===== src/rtl/life_pattern_loader.sv =====
// life_pattern_loader
// Sequencer wrapped around a 4x4 Life array. It accepts a 16-bit seed and a
// generation count, writes the seed into the array one cell per clock, runs
// the array for the requested number of generations, then returns the final
// pattern together with a flag telling whether the last generation equalled
// the one before it.
//
// Handshakes: a transfer happens on the rising edge where valid && ready are
// both high. The seed side (pat_valid/pat_ready) is only ready in IDLE, and
// pat_valid is ignored otherwise. The result side (res_valid/res_ready) holds
// res_valid, res_data and res_stable steady until res_ready is seen.
//
// Ports:
//   clk, reset_n             clock, asynchronous active-low reset
//   pat_valid/pat_data/pat_gens/pat_ready  seed input handshake
//   arr_row/arr_col/arr_val/arr_write_enb  array cell write port
//   arr_run                  array run enable (one generation per clock)
//   arr_alive                array state, bit 4*col+row is cell (row,col)
//   res_valid/res_data/res_stable/res_ready  result output handshake
//   busy                     high whenever the FSM is not in IDLE
//   dbg_state                current FSM state, for observation only
module life_pattern_loader #(
    parameter int GENS_W = 8
) (
    input  logic              clk,
    input  logic              reset_n,
    input  logic              pat_valid,
    input  logic [15:0]       pat_data,
    input  logic [GENS_W-1:0] pat_gens,
    output logic              pat_ready,
    output logic [1:0]        arr_row,
    output logic [1:0]        arr_col,
    output logic              arr_val,
    output logic              arr_write_enb,
    output logic              arr_run,
    input  logic [15:0]       arr_alive,
    output logic              res_valid,
    output logic [15:0]       res_data,
    output logic              res_stable,
    input  logic              res_ready,
    output logic              busy,
    output logic [2:0]        dbg_state
);

    typedef enum logic [2:0] {
        S_IDLE    = 3'd0,
        S_WRITE   = 3'd1,
        S_SETTLE  = 3'd2,
        S_RUN     = 3'd3,
        S_CAPTURE = 3'd4,
        S_RESULT  = 3'd5
    } state_t;

    state_t            r_state;
    logic [15:0]       r_pat_q;
    logic [15:0]       r_prev_q;
    logic [GENS_W-1:0] r_gens_q;
    logic [GENS_W-1:0] r_cnt;
    logic [3:0]        r_k;

    logic              r_pat_ready;
    logic [1:0]        r_arr_row;
    logic [1:0]        r_arr_col;
    logic              r_arr_val;
    logic              r_arr_write_enb;
    logic              r_arr_run;
    logic              r_res_valid;
    logic [15:0]       r_res_data;
    logic              r_res_stable;
    logic              r_busy;

    logic [3:0]        w_k_next;
    assign w_k_next = r_k + 4'd1;

    // All outputs are registered, so each state sets up the outputs that
    // belong to the state it is about to enter.
    always_ff @(posedge clk or negedge reset_n) begin
        if (!reset_n) begin
            r_state         <= S_IDLE;
            r_pat_q         <= '0;
            r_prev_q        <= '0;
            r_gens_q        <= '0;
            r_cnt           <= '0;
            r_k             <= '0;
            r_pat_ready     <= 1'b1;
            r_arr_row       <= '0;
            r_arr_col       <= '0;
            r_arr_val       <= 1'b0;
            r_arr_write_enb <= 1'b0;
            r_arr_run       <= 1'b0;
            r_res_valid     <= 1'b0;
            r_res_data      <= '0;
            r_res_stable    <= 1'b0;
            r_busy          <= 1'b0;
        end else begin
            case (r_state)
                S_IDLE: begin
                    if (pat_valid) begin
                        r_pat_q         <= pat_data;
                        r_gens_q        <= pat_gens;
                        r_k             <= '0;
                        // Present cell k=0 during the first WRITE cycle.
                        r_arr_write_enb <= 1'b1;
                        r_arr_row       <= 2'd0;
                        r_arr_col       <= 2'd0;
                        r_arr_val       <= pat_data[0];
                        r_pat_ready     <= 1'b0;
                        r_busy          <= 1'b1;
                        r_state         <= S_WRITE;
                    end
                end
                S_WRITE: begin
                    if (r_k == 4'd15) begin
                        r_arr_write_enb <= 1'b0;
                        r_arr_row       <= '0;
                        r_arr_col       <= '0;
                        r_arr_val       <= 1'b0;
                        r_state         <= S_SETTLE;
                    end else begin
                        r_k       <= w_k_next;
                        r_arr_row <= w_k_next[1:0];
                        r_arr_col <= w_k_next[3:2];
                        r_arr_val <= r_pat_q[w_k_next];
                    end
                end
                S_SETTLE: begin
                    r_cnt <= r_gens_q;
                    if (r_gens_q != '0) begin
                        r_arr_run <= 1'b1;
                        r_state   <= S_RUN;
                    end else begin
                        r_state   <= S_CAPTURE;
                    end
                end
                S_RUN: begin
                    // prev_q ends up holding generation N-1 on the last edge.
                    r_prev_q <= arr_alive;
                    r_cnt    <= r_cnt - GENS_W'(1);
                    if (r_cnt == GENS_W'(1)) begin
                        r_arr_run <= 1'b0;
                        r_state   <= S_CAPTURE;
                    end
                end
                S_CAPTURE: begin
                    r_res_data   <= arr_alive;
                    r_res_stable <= (r_gens_q != '0) && (arr_alive == r_prev_q);
                    r_res_valid  <= 1'b1;
                    r_state      <= S_RESULT;
                end
                S_RESULT: begin
                    if (res_ready) begin
                        r_res_valid <= 1'b0;
                        r_pat_ready <= 1'b1;
                        r_busy      <= 1'b0;
                        r_state     <= S_IDLE;
                    end
                end
                default: begin
                    r_state <= S_IDLE;
                end
            endcase
        end
    end

    assign pat_ready     = r_pat_ready;
    assign arr_row       = r_arr_row;
    assign arr_col       = r_arr_col;
    assign arr_val       = r_arr_val;
    assign arr_write_enb = r_arr_write_enb;
    assign arr_run       = r_arr_run;
    assign res_valid     = r_res_valid;
    assign res_data      = r_res_data;
    assign res_stable    = r_res_stable;
    assign busy          = r_busy;
    assign dbg_state     = r_state;

endmodule


===== config.mk =====
export PLATFORM = sky130hd
export DESIGN_NAME = life_pattern_loader
export DESIGN_NICKNAME = d
export VERILOG_FILES = /design/src/rtl/life_pattern_loader.sv
export SDC_FILE = /design/constraint.sdc
export NUM_CORES = 1
export LEC_CHECK = 0
export ABC_AREA = 1
export CORE_MARGIN = 5
export CORE_UTILIZATION = 31
export DETAILED_ROUTE_END_ITERATION = 8
export PLACE_DENSITY = 0.53
export REMOVE_ABC_BUFFERS = 1
export SLEW_MARGIN = 20
export SYNTH_ARGS = -nofsm -noshare
export SYNTH_HDL_FRONTEND = slang
export SYNTH_SLANG_ARGS = --single-unit

===== constraint.sdc =====
create_clock -name clk -period 1.65 [get_ports clk]
set_clock_uncertainty 0.15 [all_clocks]
set_input_delay 0.165 -clock clk [delete_from_list [all_inputs] [get_ports clk]]
set_output_delay 0.165 -clock clk [all_outputs]
set_load 0.01 [all_outputs]

==> flow_summary.json, run 1 <==
{
  "grt_util_all_layers_pct": 13.3,
  "netlist.area_leader.share_pct": 52.6,
  "clkTransAtPathRegs_ps": 60,
  "multi_input_area_um2": 1520,
  "endpoint_kind": "output pin",
  "insertion_delay_ps": 330,
  "grt_pass1_wl_um": 15700,
  "rsz0062_at_grt": "yes",
  "io_pins": 74,
  "area_growth_pct": 35.5,
  "drt_iter0_drc": 110,
  "drc": 0,
  "path_max_fanout": 2,
  "wl_per_cell_um": 12.9,
  "syn-instance-count": 459,
  "fin_crit_sh_pct": 95.6,
  "cts_max_path_buffers": 2,
  "cp_data_required_time_ps": 1330,
  "synth_mux_area_share_pct": 0,
  "final_cells": 719,
  "vias": 3165,
  "hold_viol_final": 0,
  "worst_pin_slew_ps": 406,
  "dp.cells": 700,
  "finalSetupViolCount": 0,
  "synth_area_per_cell_um2": 8.40,
  "place_congestion": 0.835,
  "synth.area.top_cells": "dfrtp_1, nand2_1, o21ai_0",
  "antenna_found_initial": 0,
  "slowest_stage": "clkdlybuf4s50_1",
  "overflow": 0,
  "maxSlewViolCount": 0,
  "port_buffers": 73,
  "fillers": 1273,
  "crit_chain": "clkdlybuf4s50_1",
  "synth_top_family_by_area": "simple AND/OR/NAND/NOR gates",
  "power_density_nw_per_um2": 1910,
  "synth_compound_area_share_pct": 10.4,
  "outcome": "completed",
  "dr.pass1.iters": 4,
  "synth_top_area_cell": "dfrtp_1",
  "hp-class": "in -> async",
  "clkSinkCount": 82,
  "ys_ff_latch": 82,
  "start_kind": "flip-flop",
  "clock.fmax_mhz": 634,
  "synth-simple-area-share_pct": 23.1,
  "synth_edf_count": 0,
  "async_flop_share_pct": 100,
  "register_area_um2": 2050,
  "fp.dieH_um": 122,
  "cts_buffers": 9,
  "p_comb_share_pct": 44.4,
  "fp-row-count": 40,
  "p_switching_w": 0.00377,
  "p_leak_nw": 2.48,
  "seqPwrFrac_pct": 35.7,
  "final_nets": 593,
  "tns_ps": 0,
  "syn-cell-area_um2": 3860,
  "grt_start_max_net_pins": 33,
  "postRouteWirelength_um": 9290,
  "max-slew-margin-rel_pct": 73.0,
  "viasPerCell": 4.40,
  "cp_data_arrival_time_ps": 1260,
  "ys_seq_area_share_pct": 53.2,
  "synth-xor-area-share_pct": 4.32,
  "initial_core_util_pct": 31.8,
  "ctsHtreeMaxLevel": 3,
  "grt_pass1_vias": 3285,
  "cts_tree": "built",
  "synth-main-ff-cell": "dfrtp_1",
  "synth_fa_ha_area_share_pct": 0.973,
  "finalCriticalPeriod_ps": 1580,
  "critPathMaxStageDelay_ps": 570,
  "p_sw_share_pct": 37.7,
  "die_w_um": 122,
  "die-area_um2": 14800,
  "path_class": "reg -> out",
  "intPower_w": 0.00623,
  "fp.coreArea_um2": 12100,
  "cts-root-buf": "clkbuf_16",
  "p_clk_share_pct": 19.9,
  "diodes": 0,
  "vdd_drop_max_mv": 0.587,
  "synth_cell_types": 30,
  "path_buf_inv": 1,
  "critPathTopFamily": "buffers and inverters",
  "drv_cap": 0,
  "dp_hpwl_um": 6950,
  "drive_above_1_share_pct": 10.7,
  "drtAntennaViolNets": 0,
  "yosys_warnings": 0
}
## timing repair
action                                  in CTS  in global routing
hold buffers                                 1                  0
setup buffers                                1                  1
gates resized for setup                      3                 11
endpoints found under the setup margin       3                  9
endpoints found under the hold margin       81                  0
pin swaps                                    0                  3
## path summary, 6_finish.rpt
check | cells after the start | end | start | slack (ps)
worst max-delay path | 1 | dbg_state[1] | dbg_state[1]$_DFFE_PN0P_ | 70
worst min-delay path | 2 | res_data[8]$_DFFE_PN0P_ | reset_n | 160
worst max register to register | 9 | arr_val$_DFFE_PN0P_ | r_k[1]$_DFFE_PN0P_ | 90
worst min register to register | 2 | arr_row[0]$_DFFE_PN0P_ | arr_row[0]$_DFFE_PN0P_ | 320
max in group asynchronous | 3 | pat_ready$_DFFE_PN1P_ | reset_n | 660
min in group clk | 3 | r_pat_q[9]$_DFFE_PN0P_ | pat_data[9] | 220
## per-layer routing
layer | global-route usage [%] | up-vias | routed length (um)
met2 | 21.6 | 56 | 4490
met5 | 0 | - | 0
li1 | - | 1631 | -
met1 | 17.2 | 1467 | 4250
met4 | 5.32 | 0 | 189
met3 | 2.92 | 11 | 357
## state kept, by name (all words and copies together), names as in the netlist, 2 cells and up
signal / cells
r_k: 4
r_prev_q: 16
res_data: 16
r_pat_q: 16
arr_col: 2
r_cnt: 8
dbg_state: 3
arr_row: 2
r_gens_q: 8
## metrics by stage
| step | setup WS [ps] | hold WS, ps | instance area, um^2 | total power (W) | util, % |
|---|---|---|---|---|---|
| after floorplan | -193 | -281 | 3770 | 0.00611 | - |
| after global placement | 68.8 | -25.5 | 4880 | 0.00788 | 40.3 |
| after detailed placement | 20.9 | -21.0 | 4880 | 0.00799 | 40.3 |
| after CTS | 14.3 | 168 | 5190 | 0.0101 | 42.8 |
| after global routing | -37.6 | 211 | 5230 | 0.0109 | 43.1 |
| final | 71.9 | 162 | 5230 | 0.0100 | 43.1 |
## worst reg2reg max path, stage by stage, from the launching register on
cell	delay [ps]
dfrtp_1	440
ha_4	330
inv_1	80
nor2_1	130
nand2_1	60
nand3_1	70
nand3_1	70
nand3_1	80
nand2_1	50
inv_1	40
## cells by family (layout without fill, tap and decap cells)
family | count (synthesis) | after routing
buffers and inverters | 72 | 164
AO/OA/AOI/OAI | 72 | 72
XOR/XNOR | 19 | 19
adder cells (fa/ha/maj) | 3 | 3
AND/OR/NAND/NOR | 211 | 211
flip-flops | 82 | 82
## Yosys cell counts, types with 3 or more instances
cell type / instances
nand3_1: 23
o21ai_1: 8
nor2_1: 26
dfrtp_1: 81
o21ai_0: 47
inv_1: 51
xor2_1: 7
nand4_1: 8
ha_1: 3
inv_2: 7
o21ai_2: 4
a21oi_1: 3
buf_6: 3
xnor2_1: 12
buf_2: 8
nand2_1: 143
o211ai_1: 5
nor2_4: 3
## cell type report
cell class                      count  area share [%]
Timing Repair Buffer               90            17.6
Multi-Input combinational cell    305            29.2
Inverter                           58            4.21
Clock buffer                       14            5.05
Clock inverter                      2           0.670
Tap cell                          168            4.02
Sequential cell                    82            39.3
## power by group through the flow
stage	registers (W)	clock network (W)	logic, W
2_1_floorplan	0.00366	0	0.00245
3_3_place_gp	0.00357	0	0.00432
3_5_place_dp	0.00360	0	0.00439
4_1_cts	0.00356	0.00206	0.00444
5_1_grt	0.00369	0.00214	0.00504
6_report	0.00357	0.00199	0.00444
## layout by cell type, fill, tap and decap left out, drive strengths merged, types with 2 or more instances in the layout
cell,instances
a21oi,3
buf,17
clkbuf,14
clkdlybuf4s50,69
dfrtp,81
dlygate4sd2,3
ha,3
inv,58
nand2,146
nand3,23
nand4,9
nor2,31
nor3,2
o211ai,5
o21ai,59
o221ai,2
xnor2,12
xor2,7
Power figures use the tool's default switching activity.
==> inputs of run 2 (changes only) <==
- CELL_PAD_IN_SITES_DETAIL_PLACEMENT: not set -> 2
- CELL_PAD_IN_SITES_GLOBAL_PLACEMENT: not set -> 2
- CORE_UTILIZATION: 31 -> 30
- PLACE_DENSITY: 0.53 -> 0.79
- SLEW_MARGIN: 20 -> not set
==> flow_summary.json, run 2 (synthesis gave the netlist of run 1 again) <==
{
  "die_w_um": 123,
  "met2_usage_pct": 29.2,
  "grt_pass1_vias": 3863,
  "vdd_drop_max_mv": 0.584,
  "crit_chain": "clkdlybuf4s50_1",
  "drive_above_1_share_pct": 13.0,
  "seqPwrFrac_pct": 35.1,
  "clock.fmax_mhz": 628,
  "cts-root-buf": "clkbuf_16",
  "max-slew-margin-rel_pct": 71.6,
  "place_congestion": 0.839,
  "maxSlewViolCount": 0,
  "finalSetupViolCount": 0,
  "grt_util_all_layers_pct": 16.8,
  "insertion_delay_ps": 340,
  "hp-class": "in -> async",
  "cts_buffers": 9,
  "cts_tree": "built",
  "fin_crit_sh_pct": 96.5,
  "final_cell_mix": "nand2_1, dfrtp_1, clkdlybuf4s50_1, inv_1, o21ai_0",
  "drtAntennaViolNets": 0,
  "ctsHtreeMaxLevel": 3,
  "fp-row-count": 41,
  "p_comb_share_pct": 47.1,
  "cts_max_path_buffers": 2,
  "path_max_fanout": 2,
  "fillers": 1413,
  "initial_core_util_pct": 30.6,
  "final_cells": 725,
  "dp_hpwl_um": 8970,
  "clkSinkCount": 82,
  "p_leak_nw": 2.48,
  "finalCriticalPeriod_ps": 1590,
  "wl_per_cell_um": 16.6,
  "p_sw_share_pct": 40.7,
  "vias": 3382,
  "diodes": 0,
  "worst_r2r_path_depth": 9,
  "top_usage_layer": "met2",
  "slowest_stage": "clkdlybuf4s50_1",
  "p_switching_w": 0.00421,
  "drt_iter0_drc": 99,
  "viasPerCell": 4.66,
  "clkTransAtPathRegs_ps": 60,
  "cp.depth": 1,
  "path_buf_inv": 1,
  "port_buffers": 73,
  "layout_commonest_cell": "nand2_1",
  "start_kind": "flip-flop",
  "critPathTopFamily": "buffers and inverters",
  "p_clk_share_pct": 17.9,
  "final_area_um2": 5240,
  "critPathMaxStageDelay_ps": 580,
  "intPower_w": 0.00612,
  "cp_data_required_time_ps": 1330,
  "grt.met1_usage_pct": 20.7,
  "grt_pass1_wl_um": 19800,
  "postRouteWirelength_um": 12100,
  "io_pins": 74,
  "overflow": 0,
  "area_growth_pct": 36.0,
  "antenna_found_initial": 0,
  "fp.coreArea_um2": 12600,
  "outcome": "completed",
  "final_nets": 598,
  "grt_start_max_net_pins": 35,
  "rsz0062_at_grt": "yes",
  "fp.dieH_um": 123,
  "dp.cells": 706,
  "drv_cap": 0,
  "die-area_um2": 15200,
  "worst_pin_slew_ps": 426,
  "drc": 0,
  "place_area_um2": 4860,
  "dr.pass1.iters": 4,
  "cp_data_arrival_time_ps": 1280,
  "path_class": "reg -> out",
  "hold_viol_final": 0,
  "global_route.usage.met3_pct": 2.97,
  "endpoint_kind": "output pin",
  "power_density_nw_per_um2": 1970
}
-- run 2: cell types whose count changed in the layout (fill, tap and decap cells not counted), moves of 2 or more --
cell / change
buf_4: +7
buf_12: -3
inv_1: -3
inv_2: +2
nand2_1: -2
nor2_1: -2
nor2_4: +2
-- run 2: routing by layer --
| layer | vias to the layer above | wire [um] | part of all wire [%] |
|---|---|---|---|
| met5 | - | 0 | 0 |
| met4 | 0 | 206 | 1.7 |
| met3 | 11 | 389 | 3.2 |
| met2 | 44 | 6220 | 52 |
| met1 | 1702 | 5250 | 44 |
| li1 | 1625 | - | - |
-- run 2: final cells by class --
cell class / count / area [um^2] / area share (%)
Clock buffer: 13 / 260 / 4.96
Multi-Input combinational cell: 305 / 1560 / 29.8
Inverter: 58 / 226 / 4.32
Sequential cell: 82 / 2060 / 39.2
Tap cell: 172 / 215 / 4.11
Timing Repair Buffer: 95 / 925 / 17.6
-- run 2: per-stage QoR --
| step | total power (W) | worst slack (ps) | util (%) | setup TNS (ps) | hold WS [ps] |
|---|---|---|---|---|---|
| 2_1_floorplan | 0.00611 | -193 | - | -1900 | -281 |
| 3_3_place_gp | 0.00793 | 63.0 | 38.5 | 0 | -20.6 |
| 3_5_place_dp | 0.00825 | -14.1 | 38.5 | -14.1 | -17.2 |
| 4_1_cts | 0.0103 | 20.3 | 41.0 | 0 | 175 |
| 5_1_grt | 0.0112 | -44.8 | 41.5 | -115 | 200 |
| 6_report | 0.0103 | 58.5 | 41.5 | 0 | 153 |
-- run 2: final timing paths --
check | start | slack, ps | end
max | dbg_state[1]$_DFFE_PN0P_ | 60 | dbg_state[1]
min | reset_n | 150 | res_data[5]$_DFFE_PN0P_
max reg2reg | dbg_state[1]$_DFFE_PN0P_ | 80 | arr_val$_DFFE_PN0P_
min reg2reg | r_pat_q[9]$_DFFE_PN0P_ | 330 | r_pat_q[9]$_DFFE_PN0P_
max in group asynchronous | reset_n | 630 | pat_ready$_DFFE_PN1P_
min in group clk | pat_data[13] | 210 | r_pat_q[13]$_DFFE_PN0P_
-- run 2: power by group through the flow --
stage	Clock, W	Combinational, W	Sequential [W]
floorplan	0	0.00245	0.00366
global placement	0	0.00438	0.00356
detailed placement	0	0.00462	0.00363
CTS	0.00190	0.00478	0.00361
global route	0.00198	0.00546	0.00373
finish	0.00185	0.00486	0.00362
-- run 2: repair_timing --
action / in CTS / in global routing
gates resized for setup: 10 / 20
setup buffers: 3 / 3
pin swaps: 0 / 8
endpoints found under the hold margin: 81 / 0
hold buffers: 1 / 0
endpoints found under the setup margin: 6 / 15
-- run 2: worst register-to-register path: cells and delay by family, from the launching register on --
| kind | cells | cell delay [ps] |
|---|---|---|
| DFF | 1 | 390 |
| and+or+nand+nor | 7 | 770 |
| buffers and inverters | 2 | 220 |
==> inputs of run 3 (changes only) <==
- CTS_BUF_LIST: not set -> sky130_fd_sc_hd__clkbuf_16
==> flow_summary.json, run 3 (synthesis gave the netlist of run 1 again) <==
{
  "wl_per_cell_um": 16.5,
  "rsz0062_at_grt": "yes",
  "topRoutingLayerUsed": "met4",
  "reg2reg_from": "r_cnt[1]$_DFFE_PN0P_",
  "hold_slack_ps": 154,
  "finalCriticalPeriod_ps": 1590,
  "hold_viol_final": 0,
  "dr.pass1.iters": 4,
  "start_kind": "flip-flop",
  "worst_pin_slew_ps": 426,
  "rrSetupSlack_ps": 70,
  "cts_tree": "built",
  "place_area_um2": 4860,
  "fin_crit_sh_pct": 96.4,
  "clock.fmax_mhz": 629,
  "critPathLaunch": "dbg_state[1]$_DFFE_PN0P_",
  "grt_pass1_wl_um": 19600,
  "path_max_fanout": 2,
  "crit_chain": "clkdlybuf4s50_1",
  "path_class": "reg -> out",
  "grt_start_max_net_pins": 35,
  "cts_buffers": 9,
  "place_congestion": 0.839,
  "finalSetupViolCount": 0,
  "worst_r2r_path_depth": 8,
  "initial_core_util_pct": 30.6,
  "final_cell_mix": "nand2_1, dfrtp_1, clkdlybuf4s50_1, inv_1, o21ai_0",
  "fp-row-count": 41,
  "hp-class": "in -> async",
  "area_growth_pct": 35.4,
  "fp.coreArea_um2": 12600,
  "critPathMaxStageDelay_ps": 580,
  "grt_util_all_layers_pct": 16.7,
  "max-slew-margin-rel_pct": 71.6,
  "dp.cells": 706,
  "viasPerCell": 4.63,
  "clkSinkCount": 82,
  "cp.depth": 1,
  "io_pins": 74,
  "power_density_nw_per_um2": 1950,
  "fp.dieH_um": 123,
  "insertion_delay_ps": 340,
  "slowest_stage": "clkdlybuf4s50_1",
  "final_nets": 598,
  "ctsHtreeMaxLevel": 3,
  "port_buffers": 73,
  "cts_max_path_buffers": 2,
  "final_cells": 725,
  "cp_data_arrival_time_ps": 1280,
  "vdd_drop_max_mv": 0.615,
  "met1Wirelength_um": 5250,
  "drtAntennaViolNets": 0,
  "die_w_um": 123,
  "diodes": 0,
  "drv_cap": 0,
  "p_leak_nw": 2.47,
  "overflow": 0,
  "drc": 0,
  "final_area_um2": 5220,
  "path_buf_inv": 1,
  "postRouteWirelength_um": 12000,
  "endpoint_kind": "output pin",
  "r2r_end": "dbg_state[1]$_DFFE_PN0P_",
  "drt_iter0_drc": 88,
  "crit_end": "dbg_state[1]",
  "clkTransAtPathRegs_ps": 60,
  "cts-root-buf": "clkbuf_16",
  "antenna_found_initial": 0,
  "maxSlewViolCount": 0,
  "grt_pass1_vias": 3814,
  "met3_length_um": 375,
  "critPathTopFamily": "buffers and inverters",
  "vias": 3358,
  "cp_data_required_time_ps": 1330,
  "layout_commonest_cell": "nand2_1",
  "wl_met2_um": 6130,
  "dp_hpwl_um": 8970,
  "die-area_um2": 15200,
  "drive_above_1_share_pct": 12.7,
  "p_total_w": 0.0102,
  "outcome": "completed"
}
==> run 3: changes by cell type in the layout (fill, tap and decap cells not counted), sizes merged <==
cell / change
clkbuf: -4
clkinv: +2
inv: +2
==> run 3: worst min-delay path by stage <==
stage,startpoint,to,depth (start not counted)
after floorplan,reset_n,arr_col[0]$_DFFE_PN0P_,0
after global placement,reset_n,res_data[5]$_DFFE_PN0P_,1
after CTS,reset_n,res_data[1]$_DFFE_PN0P_,2
final,reset_n,res_data[5]$_DFFE_PN0P_,2
after detailed placement,reset_n,r_prev_q[5]$_DFFE_PN0N_,1
after global routing,reset_n,res_data[5]$_DFFE_PN0P_,2
==> run 3: power breakdown <==
group | internal (W) | switching [W] | total, W
registers | 0.00298 | 0.000644 | 0.00362
clock network | 0.000973 | 0.000766 | 0.00174
logic | 0.00207 | 0.00278 | 0.00485
==> run 3: timing repair <==
action,in CTS,in global routing
cloned,0,0
hold endpoints to repair,81,0
pin swaps,0,8
buffers inserted,3,3
setup endpoints to repair,6,16
hold buffers,1,0
resized for setup,10,20
==> run 3: area by class of cell <==
class,instances,area [um^2]
fillers,1414,7400
flip-flops and latches,82,2060
multi-input cells,305,1560
repair buffers,95,925
inverters,58,226
clock buffers,9,225
well taps,172,215
clock inverters,4,15.0
==> run 3: per-stage QoR <==
stage,util (%),setup WS (ps),TNS [ps]
finish,41.4,60.0,0
global route,41.4,-47.5,-112
CTS,40.8,20.6,0
detailed placement,38.5,-14.1,-14.1
global placement,38.5,63.0,0
floorplan,-,-193,-1900
==> run 3: layer usage <==
| metal | GRT usage (%) | up-vias |
|---|---|---|
| met5 | 0 | - |
| met4 | 6.64 | 0 |
| met3 | 2.84 | 10 |
| met2 | 28.7 | 41 |
| met1 | 20.8 | 1678 |
| li1 | - | 1629 |
